--- src/rtl/coin_credit_if.sv ---
// Coin validator / vend / change-dispenser signal bundle for coin_credit_accum.
interface coin_credit_if #(
  parameter int unsigned CREDIT_W = 8
);
  logic                coin_valid;
  logic                coin_n;
  logic                coin_d;
  logic                coin_q;
  logic [CREDIT_W-1:0] price;
  logic                vend_req;
  logic                cancel;
  logic                change_ack;
  logic [CREDIT_W-1:0] credit;
  logic                coin_reject;
  logic                vend;
  logic                vend_short;
  logic                change_valid;
  logic [CREDIT_W-1:0] change_amt;
  logic                busy;

  modport master (
    output coin_valid, coin_n, coin_d, coin_q, price, vend_req, cancel, change_ack,
    input  credit, coin_reject, vend, vend_short, change_valid, change_amt, busy
  );

  modport slave (
    input  coin_valid, coin_n, coin_d, coin_q, price, vend_req, cancel, change_ack,
    output credit, coin_reject, vend, vend_short, change_valid, change_amt, busy
  );
endinterface

--- src/rtl/coin_credit_accum.sv ---
// Coin credit accumulator: decodes coins into a saturating credit and sequences
// vend / cancel / change return with the change dispenser.
module coin_credit_accum #(
  parameter int unsigned CREDIT_W    = 8,
  parameter int unsigned NICKEL_VAL  = 5,
  parameter int unsigned DIME_VAL    = 10,
  parameter int unsigned QUARTER_VAL = 25,
  parameter int unsigned MAX_CREDIT  = 200
) (
  input  logic         clk,
  input  logic         reset,
  coin_credit_if.slave bus
);

  localparam int unsigned SUM_W = CREDIT_W + 1;

  typedef enum logic [1:0] {
    ST_COLLECT = 2'd0,
    ST_VEND    = 2'd1,
    ST_CHANGE  = 2'd2
  } state_e;

  state_e              state_q, state_d;
  logic [CREDIT_W-1:0] credit_q, credit_d;
  logic [CREDIT_W-1:0] change_amt_q, change_amt_d;
  logic                change_valid_q, change_valid_d;
  logic                coin_reject_q, coin_reject_d;
  logic                vend_q, vend_d;
  logic                vend_short_q, vend_short_d;
  logic                busy_q, busy_d;

  logic                coin_evt;
  logic [SUM_W-1:0]    coin_val;
  logic [SUM_W-1:0]    coin_sum;

  // Coin decode: nickel beats dime beats quarter, one value per cycle.
  always_comb begin
    coin_evt = bus.coin_valid & (bus.coin_n | bus.coin_d | bus.coin_q);
    if (bus.coin_n)      coin_val = SUM_W'(NICKEL_VAL);
    else if (bus.coin_d) coin_val = SUM_W'(DIME_VAL);
    else                 coin_val = SUM_W'(QUARTER_VAL);
    coin_sum = {1'b0, credit_q} + coin_val;
  end

  always_comb begin
    state_d        = state_q;
    credit_d       = credit_q;
    change_amt_d   = change_amt_q;
    change_valid_d = change_valid_q;
    coin_reject_d  = 1'b0;
    vend_d         = 1'b0;
    vend_short_d   = 1'b0;

    unique case (state_q)
      ST_COLLECT: begin
        if (bus.cancel) begin
          coin_reject_d = coin_evt;
          if (credit_q != '0) begin
            state_d        = ST_CHANGE;
            change_valid_d = 1'b1;
            change_amt_d   = credit_q;
          end
        end else if (bus.vend_req) begin
          coin_reject_d = coin_evt;
          if (credit_q >= bus.price) begin
            state_d  = ST_VEND;
            vend_d   = 1'b1;
            credit_d = credit_q - bus.price;
          end else begin
            vend_short_d = 1'b1;
          end
        end else if (coin_evt) begin
          if (coin_sum <= SUM_W'(MAX_CREDIT)) credit_d = coin_sum[CREDIT_W-1:0];
          else                                coin_reject_d = 1'b1;
        end
      end

      ST_VEND: begin
        coin_reject_d = coin_evt;
        if (credit_q != '0) begin
          state_d        = ST_CHANGE;
          change_valid_d = 1'b1;
          change_amt_d   = credit_q;
        end else begin
          state_d = ST_COLLECT;
        end
      end

      ST_CHANGE: begin
        coin_reject_d = coin_evt;
        if (bus.change_ack) begin
          state_d        = ST_COLLECT;
          credit_d       = '0;
          change_valid_d = 1'b0;
          change_amt_d   = '0;
        end
      end

      default: state_d = ST_COLLECT;
    endcase

    busy_d = (state_d != ST_COLLECT);
  end

  always_ff @(posedge clk) begin
    if (reset) begin
      state_q        <= ST_COLLECT;
      credit_q       <= '0;
      change_amt_q   <= '0;
      change_valid_q <= 1'b0;
      coin_reject_q  <= 1'b0;
      vend_q         <= 1'b0;
      vend_short_q   <= 1'b0;
      busy_q         <= 1'b0;
    end else begin
      state_q        <= state_d;
      credit_q       <= credit_d;
      change_amt_q   <= change_amt_d;
      change_valid_q <= change_valid_d;
      coin_reject_q  <= coin_reject_d;
      vend_q         <= vend_d;
      vend_short_q   <= vend_short_d;
      busy_q         <= busy_d;
    end
  end

  assign bus.credit       = credit_q;
  assign bus.coin_reject  = coin_reject_q;
  assign bus.vend         = vend_q;
  assign bus.vend_short   = vend_short_q;
  assign bus.change_valid = change_valid_q;
  assign bus.change_amt   = change_amt_q;
  assign bus.busy         = busy_q;

endmodule

--- src/flat_wrapper.sv ---
// flat-port wrapper written by rule: the top's interface ports become plain ports
module coin_credit_accum_flat 
#(
  parameter int unsigned CREDIT_W    = 8,
  parameter int unsigned NICKEL_VAL  = 5,
  parameter int unsigned DIME_VAL    = 10,
  parameter int unsigned QUARTER_VAL = 25,
  parameter int unsigned MAX_CREDIT  = 200
)
  (clk, reset, bus_coin_valid, bus_coin_n, bus_coin_d, bus_coin_q, bus_price, bus_vend_req, bus_cancel, bus_change_ack, bus_credit, bus_coin_reject, bus_vend, bus_vend_short, bus_change_valid, bus_change_amt, bus_busy);
  coin_credit_if #(.CREDIT_W(CREDIT_W)) bus_i ();
  input  logic clk;
  input  logic reset;
  input wire logic [$bits(bus_i.coin_valid)-1:0] bus_coin_valid;
  input wire logic [$bits(bus_i.coin_n)-1:0] bus_coin_n;
  input wire logic [$bits(bus_i.coin_d)-1:0] bus_coin_d;
  input wire logic [$bits(bus_i.coin_q)-1:0] bus_coin_q;
  input wire logic [$bits(bus_i.price)-1:0] bus_price;
  input wire logic [$bits(bus_i.vend_req)-1:0] bus_vend_req;
  input wire logic [$bits(bus_i.cancel)-1:0] bus_cancel;
  input wire logic [$bits(bus_i.change_ack)-1:0] bus_change_ack;
  output wire logic [$bits(bus_i.credit)-1:0] bus_credit;
  output wire logic [$bits(bus_i.coin_reject)-1:0] bus_coin_reject;
  output wire logic [$bits(bus_i.vend)-1:0] bus_vend;
  output wire logic [$bits(bus_i.vend_short)-1:0] bus_vend_short;
  output wire logic [$bits(bus_i.change_valid)-1:0] bus_change_valid;
  output wire logic [$bits(bus_i.change_amt)-1:0] bus_change_amt;
  output wire logic [$bits(bus_i.busy)-1:0] bus_busy;
  assign bus_i.coin_valid = bus_coin_valid;
  assign bus_i.coin_n = bus_coin_n;
  assign bus_i.coin_d = bus_coin_d;
  assign bus_i.coin_q = bus_coin_q;
  assign bus_i.price = bus_price;
  assign bus_i.vend_req = bus_vend_req;
  assign bus_i.cancel = bus_cancel;
  assign bus_i.change_ack = bus_change_ack;
  assign bus_credit = bus_i.credit;
  assign bus_coin_reject = bus_i.coin_reject;
  assign bus_vend = bus_i.vend;
  assign bus_vend_short = bus_i.vend_short;
  assign bus_change_valid = bus_i.change_valid;
  assign bus_change_amt = bus_i.change_amt;
  assign bus_busy = bus_i.busy;
  coin_credit_accum #(.CREDIT_W(CREDIT_W), .NICKEL_VAL(NICKEL_VAL), .DIME_VAL(DIME_VAL), .QUARTER_VAL(QUARTER_VAL), .MAX_CREDIT(MAX_CREDIT)) u_core (.clk(clk), .reset(reset), .bus(bus_i));
endmodule
--- config.mk ---
export PLATFORM = sky130hd
export DESIGN_NAME = coin_credit_accum_flat
export DESIGN_NICKNAME = d
export VERILOG_FILES = /design/src/rtl/coin_credit_if.sv /design/src/rtl/coin_credit_accum.sv /design/src/flat_wrapper.sv
export SDC_FILE = /design/constraint.sdc
export NUM_CORES = 1
export LEC_CHECK = 0
export ABC_CLOCK_PERIOD_IN_PS = 5200
export BUFFER_PORTS_ARGS = -buffer_cell sky130_fd_sc_hd__buf_2
export CORE_UTILIZATION = 55
export CTS_CLUSTER_DIAMETER = 100
export CTS_CLUSTER_SIZE = 24
export DETAILED_ROUTE_END_ITERATION = 16
export GPL_TIMING_DRIVEN = 0
export PLACE_DENSITY = 0.85
export SYNTH_ARGS = -nofsm -noshare
export SYNTH_HDL_FRONTEND = slang
export SYNTH_SLANG_ARGS = --single-unit
--- constraint.sdc ---
create_clock -name clk -period 5.2 [get_ports clk]
set_input_delay 1.04 -clock clk [delete_from_list [all_inputs] [get_ports clk]]
set_output_delay 1.04 -clock clk [all_outputs]
set_load 0.02 [all_outputs]
Yosys cells after proc, flatten, opt, wreduce, memory -nomap -nowiden
Index checks and enable logic that the tools add are counted.
- flip-flop bits (word level): 23
- bits of input ports: 17
- logic and storage cells: 64
- muxes and demuxes: 30
- equal/unequal tests: 8
- reduce and logical (&&, ||, !) cells: 9
- order comparisons: 2
- bitwise gates (word level): 5
- $add $sub $neg: 2
- operators with widths (cell ; number):
    $mux 8 ; 8
    $pmux 8 s3 ; 1
    $pmux 8 s2 ; 1
    $mux 2 ; 6
    $add 8x9->9 ; 1
    $le 9x8->1 const B ; 1
    $mux 1 ; 9
    $mux 9 ; 1
    $ne 3x2->1 const B ; 3
    $ge 8x8->1 ; 1
    $reduce_bool 8->1 ; 1
    $sub 8x8->8 ; 1
    $ne 2x2->1 const B ; 3
    $pmux 2 s3 ; 1
    $reduce_and 6->1 ; 1
    $mux 5 ; 1
    $reduce_bool 2->1 ; 2
    $reduce_or 4->1 ; 1
    $pmux 1 s3 ; 1
    $reduce_and 3->1 ; 1
    $reduce_bool 3->1 ; 1
    $eq 2x1->1 const B ; 1
    $eq 2x2->1 const B ; 1
    $logic_not 2->1 ; 1
    5 further kinds ; 7

Logic depth before layout (Yosys ltp)
- word-level depth: 9
- depth in mapped cells: 12
- mapped depth without buffers: 12

Least setup slack after synthesis
No wires, ideal clock.
- kind: input -> register
- from: in bus_coin_n
- to: reg u_core.credit_q[0] (netlist: u_core.bus.credit[0])
- library setup time: 92 ps
- required time: 5108 ps
- arrival time: 3185 ps
- setup slack: 1923 ps
- cell stages on the path: 12
- path buffers: 0
- path through: inv_1 -> nand2_1 -> ha_1 -> inv_1 -> fa_1 -> nand2b_1 -> a21o_1 -> a21oi_1 -> xnor2_1 -> o31ai_1 -> a2111o_1 -> o32ai_1
- longest elaborated chain between the ends: 7
- RTL lines (element ; line ; source):
    from (decl) ; flat_wrapper.sv:15 ; input wire logic [$bits(bus_i.coin_n)-1:0] bus_coin_n;
    branches (longest 7 deep; another with $add 8x9->9) ; -- ;
    to (signal assigned) ; coin_credit_accum.sv:117 ; credit_q <= credit_d;
    to (decl) ; coin_credit_accum.sv:24 ; logic [CREDIT_W-1:0] credit_q, credit_d;
Parallel ways; which one is timed is not known. The select of a mux whose other input is x is not followed.
A chain may end at the register's enable or synchronous reset.

Worst setup path in the final report
Ends and elaborated chain as after synthesis.

==> run_results.csv <==
group,metric,value,unit
sta,fmaxAchievable,295,MHz
clock_network,cts_buffers,3,
synthesis,synth-main-ff-cell,"sky130_fd_sc_hd__dfxtp_1",
grt,number_of_global_route_vias_before_repair,1468,
power_and_ir_drop,cellPowerDensity,318,mW/mm^2
die,design.portCount,38,
clock_network,post_cts.repair.setup_buffers,0,
cells_and_area,layout_commonest_cell,"sky130_fd_sc_hd__buf_2",
power_and_ir_drop,power.ir.vdd_worst,0.123,mV
detailed_routing,wl_met2,1.81,mm
cells_and_area,layout_common_cells,"sky130_fd_sc_hd__buf_2, sky130_fd_sc_hd__inv_1, sky130_fd_sc_hd__dfxtp_1",
die,initial_utilization,57.4,%
synthesis,syn-num-nets,253,
flow_run,cap_violations,0,
synthesis,number_of_synthesized_flops_with_an_enable_pin,0,
detailed_routing,met3WireLength,199,um
critical_path,worst_r2r_startpoint,"u_core.bus.credit[0]",
clock_network,cts.root.buffer_cell,"sky130_fd_sc_hd__clkbuf_4",
cells_and_area,finish.cell_count_without_fillers,301,
synthesis,seq_area_frac_synth,26.5,%
clock_network,ctsHtreeMaxLevel,1,
power_and_ir_drop,power.share.sequential,35.2,%
detailed_routing,detailedRoute.firstIterationViolations,52,
synthesis,asyncSetResetFlopFracSynth,0,%
critical_path,critical_path_arrival,3.59,ns
detailed_routing,routed_wl,3.89,mm
die,fp.dieArea,0.00339,mm^2
power_and_ir_drop,power_frac_comb,51.9,%
power_and_ir_drop,cell_internal_power,359,uW
detailed_routing,drt_drc_violations_left,0,
critical_path,r2r_setup_slack,2.40,ns
cells_and_area,area_delta_synth_final,15.3,%
synthesis,register_bit_total_from_synthesis,23,
clock_network,cts_hold_repair.buffers,0,
critical_path,crit_slowest_cell,"sky130_fd_sc_hd__fa_1",
detailed_routing,avgViaCountPerCell,5.56,
cells_and_area,antenna_cells,0,
sta,max_slew_margin,63.5,%
grt,grt_max_degree,13,
sta,unrepaired_setup_endpoints_after_global_routing,"false",
critical_path,crit_type,"input port to flip-flop",
sta,final.setup.tns,0,ns
cells_and_area,final_nets,295,
min_path,hold_depth,2,
critical_path,critPathTopFamily,"compound AO/OA/AOI/OAI gates",
critical_path,timing.critical_path.to_type,"flip-flop",
placed_design,hpwl,3.14,mm
synthesis,yosys_warnings,0,
power_and_ir_drop,power_switching_share,43.7,%
synthesis,synth.top_cell.area_share,26.5,%
sta,timing.final.crit_period,3.39,ns
synthesis,top_area_cells_in_the_synthesized_netlist,"sky130_fd_sc_hd__dfxtp_1, sky130_fd_sc_hd__ha_1, sky130_fd_sc_hd__a21oi_1",
clock_network,tritoncts,"done",
critical_path,cpMostUsedCell,"sky130_fd_sc_hd__inv_1",
sta,tightest_slew,0.547,ns
power_and_ir_drop,power_frac_clock,13.0,%
clock_network,cts.path.max_buffers,2,
cells_and_area,layout.core_utilization,66.2,%
sta,share_of_the_clock_period_used_by_the_worst_path_after_layout,65.3,%
sta,finalHoldViolCount,0,
detailed_routing,wirelength_met1,1.85,mm
detailed_routing,maxUsedRoutingLayer,"met4",
synthesis,mappedNetlistArea,0.00174,mm^2
critical_path,worst_ep_required_time,5.39,ns
critical_path,critPathLaunchType,"input port",
critical_path,sequence_of_cells_on_the_critical_path,"buf_2, inv_1, nand2_1, ha_1, inv_1, fa_1, nand2b_1, a21oi_1, xor2_1, nor3_2, o31ai_1, a2111o_1, o32ai_1",
die,design.core.area,0.00303,mm^2
critical_path,reg2reg_to,"u_core.bus.credit[0]",
synthesis,synth_largest_area_cell,"sky130_fd_sc_hd__dfxtp_1",
run_status,status,"completed",
grt,grt_use_total,24.7,%
clock_network,clkTransAtPathRegs,0.12,ns
placed_design,finalWeightedCongestion,0.843,
detailed_routing,firstDrtPassIters,4,
detailed_routing,post_drt_wl_per_cell,12.9,um
power_and_ir_drop,p_sw,279,uW
cells_and_area,layout.filler_cells,275,
synthesis,synth_cells,216,
die,placementRows,20,
grt,antenna_found_initial,0,
grt,overflow,0,
sta,fin_worst_hold_slack,0.455,ns
synthesis,post_synth_num_cell_types,46,
placed_design,post-place-cells,297,
die,die-width,58.2,um
clock_network,clock_insertion_delay_worst_skew,0.31,ns
min_path,hp-class,"flip-flop to flip-flop",
sta,slew_viol_final,0,
critical_path,worst_r2r_path_depth,10,
clock_network,clock_tree_sinks,23,
sta,setup_viol_count_final,0,
placed_design,place.port_buffers,37,
detailed_routing,final_antenna_net_count,0,
sta,fin_worst_skew,0.00631,ns
critical_path,worst_stage_delay_on_the_critical_path,0.39,ns
grt,grt_pass1_wl,6.51,mm
min_path,holdPathEnd,"u_core.bus.change_amt[4]",
critical_path,cp_num_buf_inv,3,
power_and_ir_drop,cellLeakagePower,0.902,nW
clock_network,cts.repair.resized,0,
critical_path,crit_path_max_fanout,8,
min_path,hp-start,"u_core.bus.change_amt[4]",
die,die_y,58.2,um
synthesis,synthesis.area_per_instance,8.05,um^2
cells_and_area,drive_above_1_share,17.5,%
detailed_routing,via_count,1674,
-- worst register-to-register path: stages, from the launching register on --
cell and delay, ns:
sky130_fd_sc_hd__dfxtp_1 0.42, sky130_fd_sc_hd__ha_1 0.23, sky130_fd_sc_hd__inv_1 0.07, sky130_fd_sc_hd__fa_1 0.39, sky130_fd_sc_hd__nand2b_1 0.18, sky130_fd_sc_hd__a21oi_1 0.16
sky130_fd_sc_hd__xor2_1 0.26, sky130_fd_sc_hd__nor3_2 0.09, sky130_fd_sc_hd__o31ai_1 0.36, sky130_fd_sc_hd__a2111o_1 0.37, sky130_fd_sc_hd__o32ai_1 0.15
-- Yosys cell counts (5+ instances only) --
master / count
sky130_fd_sc_hd__dfxtp_1: 23
sky130_fd_sc_hd__inv_1: 23
sky130_fd_sc_hd__a21oi_1: 19
sky130_fd_sc_hd__ha_1: 18
sky130_fd_sc_hd__nand2_1: 16
sky130_fd_sc_hd__nor2_1: 16
sky130_fd_sc_hd__or3_1: 9
sky130_fd_sc_hd__o32ai_1: 8
sky130_fd_sc_hd__nor3_1: 7
sky130_fd_sc_hd__o21ai_0: 7
sky130_fd_sc_hd__a211o_1: 6
sky130_fd_sc_hd__clkbuf_1: 6
sky130_fd_sc_hd__xnor2_1: 5
-- layout make-up --
cell class / count / area [um^2] / share of cell area, %
Sequential cell: 23 / 460 / 23.0
Multi-Input combinational cell: 163 / 1170 / 58.1
Clock buffer: 4 / 26.3 / 1.31
Inverter: 24 / 90.1 / 4.49
Buffer: 6 / 22.5 / 1.12
Tap cell: 44 / 55.1 / 2.74
Timing Repair Buffer: 37 / 185 / 9.23
-- metal layers --
layer | vias to the layer above | GRT usage [%]
met3 | 4 | 2.90
met5 | - | 0
met2 | 47 | 39.6
met1 | 757 | 35.2
li1 | 866 | -
met4 | 0 | 6.46
-- power groups by stage --
stage	Sequential, mW	Combinational, mW	Clock, mW
2_1_floorplan	0.249	0.224	0
5_1_grt	0.228	0.367	0.0928
3_3_place_gp	0.228	0.324	0
6_report	0.224	0.331	0.0827
3_5_place_dp	0.229	0.328	0
4_1_cts	0.225	0.329	0.0846
-- per-stage QoR --
| step | power, mW | area (um^2) | worst slack, ns |
|---|---|---|---|
| after floorplan | 0.473 | 1740 | 1.92 |
| after global placement | 0.551 | 1980 | 1.51 |
| after detailed placement | 0.556 | 1980 | 1.46 |
| after CTS | 0.639 | 2010 | 1.79 |
| after global routing | 0.687 | 2010 | 1.57 |
| final | 0.638 | 2010 | 1.81 |
-- logic make-up after synthesis --
| family | count (synthesis) | share of synthesized area [%] |
|---|---|---|
| flip-flops | 23 | 26.5 |
| multiplexers | 2 | 1.22 |
| buffers and inverters | 30 | 6.47 |
| adder cells (fa/ha/maj) | 20 | 15.3 |
| XOR/XNOR | 7 | 3.53 |
| AO/OA/AOI/OAI | 67 | 27.8 |
| AND/OR/NAND/NOR | 67 | 19.3 |
-- worst max path at each step --
stage	end	from	depth (start not counted)	slack [ns]
after floorplan	u_core.bus.credit[0]	bus_coin_n	12	1.92
after global placement	u_core.bus.credit[0]	bus_coin_n	13	1.51
after detailed placement	u_core.bus.credit[0]	bus_coin_n	13	1.46
after CTS	u_core.bus.credit[0]	bus_coin_n	13	1.79
after global routing	u_core.bus.credit[1]	bus_coin_n	13	1.57
final	u_core.bus.credit[0]	bus_coin_n	13	1.81
-- flip-flops by register name, summed over array words and instances, names as in the netlist --
signal	count
u_core.bus.change_amt	8
u_core.bus.busy	1
u_core.bus.credit	8
u_core.bus.vend	1
u_core.state_q	2
u_core.bus.change_valid	1
u_core.bus.vend_short	1
u_core.bus.coin_reject	1
No activity file was read; power rests on OpenSTA's default activity.
